File: config.mk
export PLATFORM = sky130hd
export DESIGN_NAME = bcd_conversion_scheduler_flat
export DESIGN_NICKNAME = d
export VERILOG_FILES = /design/src/rtl/bcd_conversion_scheduler_pkg.sv /design/src/rtl/bcd_conversion_scheduler_if.sv /design/src/rtl/bcd_dabble_step.sv /design/src/rtl/bcd_conversion_scheduler.sv /design/src/flat_wrapper.sv
export SDC_FILE = /design/constraint.sdc
export NUM_CORES = 1
export LEC_CHECK = 0
export ABC_AREA = 1
export BUFFER_PORTS_ARGS = -buffer_cell sky130_fd_sc_hd__buf_4
export CORE_ASPECT_RATIO = 1.5
export CORE_MARGIN = 1
export CORE_UTILIZATION = 60
export CTS_CLUSTER_SIZE = 25
export DETAILED_ROUTE_END_ITERATION = 8
export HOLD_SLACK_MARGIN = 0.05
export PLACE_DENSITY_LB_ADDON = 0.1
export SLEW_MARGIN = 40
export SYNTH_ARGS = -nofsm -noshare
export SYNTH_HDL_FRONTEND = slang
export SYNTH_SLANG_ARGS = --single-unit
File: constraint.sdc
create_clock -name clk -period 3.15 [get_ports clk]
set_input_delay 0.1575 -clock clk [delete_from_list [all_inputs] [get_ports clk]]
set_output_delay 0.1575 -clock clk [all_outputs]
set_load 0.03 [all_outputs]
File: src/rtl/bcd_conversion_scheduler_pkg.sv
// Shared definitions for the round-robin shared binary-to-BCD converter.
// FSM encodings, BCD digit width and the constant clog2 used for sizing.
package bcd_conversion_scheduler_pkg;

   localparam int DIG_W = 4;

   typedef enum logic {
      IDLE  = 1'b0,
      SHIFT = 1'b1
   } state_t;

   function automatic int clog2(input int n);
      int r;
      int v;
      r = 0;
      v = n - 1;
      while (v > 0) begin
         r++;
         v = v >> 1;
      end
      return r;
   endfunction

endpackage

File: src/rtl/bcd_conversion_scheduler_if.sv
// Request/result bundle between the requesters, the converter and the display driver.
// req is a level held until grant; results are single-cycle pulses with no backpressure.
interface bcd_conversion_scheduler_if
   import bcd_conversion_scheduler_pkg::*;
#(
   parameter int NUM_REQ = 2,
   parameter int BIN_W   = 12,
   parameter int DIGITS  = 4,
   parameter int TAG_W   = (NUM_REQ > 1) ? clog2(NUM_REQ) : 1
);
   logic [NUM_REQ-1:0]       req;
   logic [NUM_REQ*BIN_W-1:0] bin_in;
   logic [NUM_REQ-1:0]       grant;
   logic                     busy;
   logic [DIG_W*DIGITS-1:0]  bcd_out;
   logic                     bcd_valid;
   logic [TAG_W-1:0]         bcd_tag;

   modport master (
      output req, bin_in,
      input  grant, busy, bcd_out, bcd_valid, bcd_tag
   );

   modport slave (
      input  req, bin_in,
      output grant, busy, bcd_out, bcd_valid, bcd_tag
   );
endinterface

File: src/rtl/bcd_dabble_step.sv
// One shift-add-3 step: add 3 to every BCD digit >= 5, then shift {bcd, bin} left by one.
// Purely combinational, zero latency, no handshake.
module bcd_dabble_step
   import bcd_conversion_scheduler_pkg::*;
#(
   parameter int DIGITS = 4,
   parameter int BIN_W  = 12
) (
   input  logic [DIG_W*DIGITS+BIN_W-1:0] din,
   output logic [DIG_W*DIGITS+BIN_W-1:0] dout
);
   logic [DIG_W*DIGITS+BIN_W-1:0] adj;

   always_comb begin
      adj = din;
      for (int d = 0; d < DIGITS; d++) begin
         if (din[BIN_W+DIG_W*d +: DIG_W] >= 4'd5) begin
            adj[BIN_W+DIG_W*d +: DIG_W] = din[BIN_W+DIG_W*d +: DIG_W] + 4'd3;
         end
      end
   end

   assign dout = adj << 1;
endmodule

File: src/rtl/bcd_conversion_scheduler.sv
// Round-robin shares one bit-serial binary-to-BCD engine among NUM_REQ requesters.
// Result BIN_W cycles after the grant cycle; requests are not sampled while busy (no queuing).
module bcd_conversion_scheduler
   import bcd_conversion_scheduler_pkg::*;
#(
   parameter int NUM_REQ = 2,
   parameter int BIN_W   = 12,
   parameter int DIGITS  = 4,
   parameter int TAG_W   = (NUM_REQ > 1) ? clog2(NUM_REQ) : 1
) (
   input logic clk,
   input logic rst_n,
   bcd_conversion_scheduler_if.slave bus
);
   localparam int W     = DIG_W*DIGITS + BIN_W;
   localparam int CNT_W = (BIN_W > 1) ? clog2(BIN_W) : 1;

   if (10**DIGITS <= 2**BIN_W - 1) begin : g_digits_chk
      $error("DIGITS too small to hold the largest BIN_W operand");
   end

   state_t                  state, state_nxt;
   logic [W-1:0]            work, step_out;
   logic [CNT_W-1:0]        cnt;
   logic [TAG_W-1:0]        rr_ptr, winner, tag_q, bcd_tag_q;
   logic [NUM_REQ-1:0]      grant_q;
   logic [DIG_W*DIGITS-1:0] bcd_q;
   logic                    bcd_valid_q;
   logic                    start, done;
   logic [TAG_W-1:0]        idx_t;

   bcd_dabble_step #(.DIGITS(DIGITS), .BIN_W(BIN_W)) u_step (
      .din  (work),
      .dout (step_out)
   );

   // Scan downward so the candidate nearest pointer+1 is written last and wins.
   always_comb begin
      winner = rr_ptr;
      idx_t  = '0;
      for (int i = NUM_REQ; i >= 1; i--) begin
         idx_t = TAG_W'((int'(rr_ptr) + i) % NUM_REQ);
         if (bus.req[idx_t]) begin
            winner = idx_t;
         end
      end
   end

   always_ff @(posedge clk or negedge rst_n) begin
      if (!rst_n) begin
         state <= IDLE;
      end else begin
         state <= state_nxt;
      end
   end

   always_comb begin
      state_nxt = state;
      start     = 1'b0;
      done      = 1'b0;
      case (state)
         IDLE: begin
            if (|bus.req) begin
               start     = 1'b1;
               state_nxt = SHIFT;
            end
         end
         SHIFT: begin
            if (cnt == CNT_W'(BIN_W-1)) begin
               done      = 1'b1;
               state_nxt = IDLE;
            end
         end
         default: state_nxt = IDLE;
      endcase
   end

   always_ff @(posedge clk or negedge rst_n) begin
      if (!rst_n) begin
         work        <= '0;
         cnt         <= '0;
         rr_ptr      <= TAG_W'(NUM_REQ-1);
         tag_q       <= '0;
         grant_q     <= '0;
         bcd_q       <= '0;
         bcd_valid_q <= 1'b0;
         bcd_tag_q   <= '0;
      end else begin
         grant_q     <= '0;
         bcd_valid_q <= 1'b0;
         if (start) begin
            work    <= {{(DIG_W*DIGITS){1'b0}}, bus.bin_in[winner*BIN_W +: BIN_W]};
            tag_q   <= winner;
            rr_ptr  <= winner;
            cnt     <= '0;
            grant_q <= NUM_REQ'(1) << winner;
         end
         if (state == SHIFT) begin
            work <= step_out;
            cnt  <= cnt + 1'b1;
         end
         if (done) begin
            bcd_q       <= step_out[W-1 -: DIG_W*DIGITS];
            bcd_valid_q <= 1'b1;
            bcd_tag_q   <= tag_q;
         end
      end
   end

   assign bus.grant     = grant_q;
   assign bus.busy      = (state != IDLE);
   assign bus.bcd_out   = bcd_q;
   assign bus.bcd_valid = bcd_valid_q;
   assign bus.bcd_tag   = bcd_tag_q;
endmodule

File: src/flat_wrapper.sv
// flat-port wrapper written by rule: the top's interface ports become plain ports
module bcd_conversion_scheduler_flat import bcd_conversion_scheduler_pkg::*;
#(
   parameter int NUM_REQ = 2,
   parameter int BIN_W   = 12,
   parameter int DIGITS  = 4,
   parameter int TAG_W   = (NUM_REQ > 1) ? clog2(NUM_REQ) : 1
)
  (clk, rst_n, bus_req, bus_bin_in, bus_grant, bus_busy, bus_bcd_out, bus_bcd_valid, bus_bcd_tag);
  bcd_conversion_scheduler_if #(.NUM_REQ(NUM_REQ), .BIN_W(BIN_W), .DIGITS(DIGITS), .TAG_W(TAG_W)) bus_i ();
  input logic clk;
  input logic rst_n;
  input wire logic [$bits(bus_i.req)-1:0] bus_req;
  input wire logic [$bits(bus_i.bin_in)-1:0] bus_bin_in;
  output wire logic [$bits(bus_i.grant)-1:0] bus_grant;
  output wire logic [$bits(bus_i.busy)-1:0] bus_busy;
  output wire logic [$bits(bus_i.bcd_out)-1:0] bus_bcd_out;
  output wire logic [$bits(bus_i.bcd_valid)-1:0] bus_bcd_valid;
  output wire logic [$bits(bus_i.bcd_tag)-1:0] bus_bcd_tag;
  assign bus_i.req = bus_req;
  assign bus_i.bin_in = bus_bin_in;
  assign bus_grant = bus_i.grant;
  assign bus_busy = bus_i.busy;
  assign bus_bcd_out = bus_i.bcd_out;
  assign bus_bcd_valid = bus_i.bcd_valid;
  assign bus_bcd_tag = bus_i.bcd_tag;
  bcd_conversion_scheduler #(.NUM_REQ(NUM_REQ), .BIN_W(BIN_W), .DIGITS(DIGITS), .TAG_W(TAG_W)) u_core (.clk(clk), .rst_n(rst_n), .bus(bus_i));
endmodule
# Yosys cells after proc, flatten, opt, wreduce, memory -nomap -nowiden

Cells that the tools add are included.

Flip-flop bits (word level): 55
Word-level logic and storage cells: 51

$add $sub $neg: 7
Multiply operators: 1
Magnitude comparators: 6
Equality and inequality tests: 1
Shift operators: 2
Multiplexer cells: 22
Bitwise logic cells: 1
Reductions and logical operators: 2

Operator list:

| operator                                                    | count |
|---|---|
| 2-to-1 mux 28 bit                                           | 2 |
| indexed part select 24 x 6 -> 12 bit                        | 1 |
| 2-to-1 mux 4 bit                                            | 5 |
| >= comparator 4 x 3 -> 1 bit (second input constant)        | 4 |
| adder 4 x 2 -> 4 bit (second input constant)                | 3 |
| 2-to-1 mux 1 bit                                            | 12 |
| adder 4 x 1 -> 4 bit (second input constant)                | 1 |
| == test 4 bit (second input constant)                       | 1 |
| less-than comparator 1 x 2 -> 1 bit (second input constant) | 2 |
| adder 3 x 2 -> 3 bit (second input constant)                | 1 |
| multiplier 1 x 2 -> 3 bit (second input constant)           | 1 |
| 2-to-1 mux 3 bit                                            | 1 |
| adder 1 bit (second input constant)                         | 2 |
| 2-to-1 mux 2 bit                                            | 1 |
| case mux 1 bit (2 select lines)                             | 1 |
| nonzero test 2 bit                                          | 1 |
| OR reduction 2 bit                                          | 1 |
| << shifter 1 x 1 -> 2 bit (first input constant)            | 1 |
| NOT 1 bit                                                   | 1 |

# Depth between registers and ports, before layout

Word-level depth: 9
Gate-level depth with buffers: 8

# By module

Synthesis repeated with hierarchy kept, for this count alone.

Cell total of the unflattened synthesis: 365
Area, all modules: 2949.1 sq um

Modules (own cells, without submodules):

| module                   | times used | cells an instance | area an instance (sq um) | seq. area each (sq um) |
|---|---|---|---|---|
| bcd_conversion_scheduler | 1          | 267               | 2378.5                   | 1377.6 |
| bcd_dabble_step          | 1          | 98                | 570.5                    | 0.0 |

# Least setup slack after synthesis

No wires, ideal clock.

Kind: reg2reg
Start point: register u_core.state (netlist: u_core.bus.busy)
End point: register u_core.work[10]
Arrival time: 1.195 ns
Required time: 3.026 ns
Slack: 1.831 ns
Cell stages (with the launch flop): 8
Buffers on the path: 2
Period minus slack after synthesis: 1.319 ns
Cells stage by stage: dfrtp_1 -> buf_6 -> inv_6 -> o21ai_4 -> inv_2 -> buf_2 -> nand3_1 -> nand3_1

Word-level cells in the longest chain between the ends: 2

Ends and longest elaborated chain:

| what                                | line                           | source |
|---|---|---|
| from (decl)                         | bcd_conversion_scheduler.sv:22 | `state_t state, state_nxt;` |
| from (signal assigned)              | bcd_conversion_scheduler.sv:53 | `state <= state_nxt;` |
| 2-to-1 mux 1 bit                    | bcd_conversion_scheduler.sv:61 | `case (state)` |
| nonzero test 2 bit (no source line) | --                             |  |
| to (signal assigned)                | bcd_conversion_scheduler.sv:92 | `work <= {{(DIG_W*DIGITS){1'b0}}, bus.bin_in[winner*BIN_W +: BIN_W]};` |
| to (signal assigned)                | bcd_conversion_scheduler.sv:99 | `work <= step_out;` |
| to (decl)                           | bcd_conversion_scheduler.sv:23 | `logic [W-1:0] work, step_out;` |

Several ways; a longest one is shown, not always the timed one.
A chain may end at the register's enable or synchronous reset.

# Final worst setup path

Start point: register u_core.state (netlist: u_core.bus.busy)
End point: register u_core.bcd_q[2] (netlist: u_core.bus.bcd_out[2])

Word-level cells in the longest chain between the ends: 1

Ends and longest elaborated chain:

| what                 | line                            | source |
|---|---|---|
| 2-to-1 mux 1 bit     | bcd_conversion_scheduler.sv:61  |  |
| to (signal assigned) | bcd_conversion_scheduler.sv:103 | `bcd_q <= step_out[W-1 -: DIG_W*DIGITS];` |
| to (decl)            | bcd_conversion_scheduler.sv:27  | `logic [DIG_W*DIGITS-1:0] bcd_q;` |

Every way passes these cells.

==> reports/qor.csv <==
stage;metric;value;unit
sta;Setup Skew;0.005784;ns
logic_synthesis;Post-Syn Nets;372;
layout;most frequent cells in the layout;nand2_1, nand3_1, dfrtp_1;
detailed_routing;via count;2302;
sta;total negative setup slack;0;ns
sta;post-layout min period;1.832;ns
floorplanning;Core Rows;29;
layout;layout cell share with drive strength beyond 1;18.06;%
detailed_routing;DRC Markers;2;
power_and_ir_drop;Comb power frac;45.9;%
logic_synthesis;Ys Warns;0;
logic_synthesis;mean post-synth cell area;8.172;µm²
worst_setup_path;Worst EP required;3.39;ns
logic_synthesis;Synth area leaders;dfrtp_1, nand2_1, nand3_1;
layout;fin area;3227;µm²
detailed_routing;drt wl/cell;12.58;µm
power_and_ir_drop;Switch Pwr;1.435;mW
layout;final net count;418;
floorplanning;Initial Utilization;63.40;%
min_path;Hold Crit Class;in -> reg;
logic_synthesis;area share of the largest cell type after synthesis;49.36;%
clocking;clock slew at reported path FFs;0.09;ns
sta;Final Hold Viols;0;
power_and_ir_drop;worst vdd ir;0.4556;mV
floorplanning;core region area;4318;µm²
global_routing;initial antenna violation count;0;
worst_setup_path;critical path type;reg -> reg;
detailed_routing;Initial DRT Pass Iterations;6;
clocking;later-pin clock latency in the skew report;0.30;ns
sta;fin. max-slew vios;0;
global_routing;vias in the first global route;2345;
logic_synthesis;Synth Cell Area;2738;µm²
power_and_ir_drop;Pint;1.884;mW
flow_run;Max Cap Violations;0;
power_and_ir_drop;leak pwr;1.675;nW
logic_synthesis;sequential fraction of the synthesis area;50.32;%
global_routing;grt ovf;0;
floorplanning;Die Y;84.73;µm
power_and_ir_drop;sw frac;43.23;%
logic_synthesis;Seq cells post-synth;55;
power_and_ir_drop;Flop pwr share;37.8;%
worst_setup_path;CP arrival;2.08;ns
sta;part of the cycle the worst path needs;58.17;%
clocking;H-tree depth;2;
place;IO buf count;48;
sta;worst-margin pin slew;0.7031;ns
run_status;failing checks;DRC;
place;DP Area;3080;µm²
worst_setup_path;Max FO, Critical Path;24;
power_and_ir_drop;Clock power frac;16.2;%
layout;Area growth, synth to finish;17.87;%
layout;commonest non-fill, non-tap cell in the layout;nand2_1;
sta;f_max;545.7;MHz
logic_synthesis;Mapped Cells;335;
clocking;CTS root buf;clkbuf_8;
floorplanning;die footprint;4842;µm²
clocking;Num CTS Buffers;5;
run_status;outcome;finished, violations left;
sta;final setup vio count;0;
detailed_routing;Vias/cell;5.379;
sta;RSZ-0062 raised after global routing;false;
worst_setup_path;critical path startpoint category;register;
clocking;CTS tree;done;
logic_synthesis;cell taking the most area after synthesis;dfrtp_1;
sta;worst hold slack;0.05681;ns
clocking;Clock Path Buffers;2;
floorplanning;Ports;49;
worst_setup_path;Critical Path End Type;register;
detailed_routing;DRT antenna net count;0;
layout;ant diodes;0;
place;post-DP HPWL;3872;µm
logic_synthesis;post-synthesis cell type count;24;
place;global placement routability congestion;0.8345;
clocking;CTS Sinks;55;
clocking;Post-CTS Resized;0;
floorplanning;die width;57.15;µm
detailed_routing;initial DRC count;107;
global_routing;Total GRT Usage;25.72;%
sta;Slew headroom;53.13;%
global_routing;pin count of the biggest net entering global routing;56;
global_routing;first-pass GRT wire length;9687;µm
detailed_routing;routed wire length;5386;µm
power_and_ir_drop;power per standard cell area;1028;nW/µm²
-- power groups by stage --
stage	Clock [mW]	Sequential, mW	Combinational (mW)
global placement	0	1.25	1.48
global route	0.574	1.29	1.75
finish	0.538	1.26	1.52
detailed placement	0	1.26	1.52
CTS	0.546	1.25	1.54
floorplan	0	1.41	0.923
-- logic make-up after synthesis --
| kind of cell | after synthesis | synth area share [%] |
|---|---|---|
| flip-flops | 55 | 50.32 |
| AO/OA/AOI/OAI | 36 | 7.496 |
| adder cells (fa/ha/maj) | 9 | 4.113 |
| AND/OR/NAND/NOR | 179 | 28.70 |
| buffers and inverters | 56 | 9.369 |
-- layer usage --
| metal | vias to the layer above | global-route usage, % | wire [µm] |
|---|---|---|---|
| met5 | - | 0 | 0 |
| met4 | 0 | 11.97 | 117 |
| met3 | 10 | 4.777 | 199 |
| met2 | 62 | 47.59 | 2918 |
| met1 | 1055 | 27.45 | 2151 |
| li1 | 1175 | - | - |
-- what timing repair did --
item	4_1_cts	5_1_grt
hold buffers	1	0
buffers inserted	0	0
hold endpoints to repair	54	0
-- layout make-up --
type                       count  area [µm²]
sequential                    55        1378
multi-input combinational    224        1104
fill                         345        1091
timing repair buffer          50       377.9
inverter                      45       173.9
clock buffer                   5       68.82
clock inverter                 3       67.56
tap                           46       57.56
-- cells in the mapped netlist --
master	instances
buf_6	4
nor2_1	8
nand2_4	1
o21ai_1	4
a21oi_1	1
o21ai_4	1
buf_4	1
o22ai_1	5
nor2_4	1
nand2_1	102
nand3_1	55
o21ai_2	1
ha_1	9
o21ai_0	23
inv_2	3
inv_1	41
a22o_1	1
inv_6	1
nand4_1	9
nand2_2	2
nor2_2	1
dfstp_2	1
buf_2	6
dfrtp_1	54
-- flip-flops by register name, indices dropped and copies added, names as in the netlist --
register / cells
u_core.rr_ptr: 1
u_core.work: 28
u_core.tag_q: 1
u_core.bus.busy: 1
u_core.bus.bcd_valid: 1
u_core.bus.bcd_out: 16
u_core.cnt: 4
u_core.bus.grant: 2
u_core.bus.bcd_tag: 1
-- per-stage QoR --
| step | setup WS, ns | std cells | total power [mW] | util, % |
|---|---|---|---|---|
| 3_3_place_gp | 1.373 | 419 | 2.729 | 71.34 |
| 3_5_place_dp | 1.329 | 419 | 2.784 | 71.34 |
| 6_report | 1.318 | 428 | 3.318 | 74.73 |
| 4_1_cts | 1.298 | 428 | 3.338 | 74.73 |
| 5_1_grt | 1.104 | 428 | 3.610 | 74.73 |
| 2_1_floorplan | 1.831 | 335 | 2.336 | - |
-- worst paths after layout --
check                                      start               endpoint  slack [ns]  cells past startpoint
min reg2reg                u_core.bus.bcd_out[7]  u_core.bus.bcd_out[7]        0.49                      2
min in group asynchronous                  rst_n  u_core.bus.bcd_out[2]        0.42                      2
min                               bus_bin_in[12]         u_core.work[0]        0.06                      3
max in group asynchronous                  rst_n  u_core.bus.bcd_out[6]        2.29                      2
max reg2reg                      u_core.bus.busy  u_core.bus.bcd_out[2]        1.32                      6
max                              u_core.bus.busy  u_core.bus.bcd_out[2]        1.32                      6
-- worst max-delay path, stage by stage, from the launching register on --
cell	delay (ns)
dfrtp_1	0.81
nand2_4	0.08
nor2_2	0.12
nand2_2	0.26
inv_2	0.31
nand3_1	0.11
nand2_1	0.07
No activity file was read; power rests on OpenSTA's default activity.
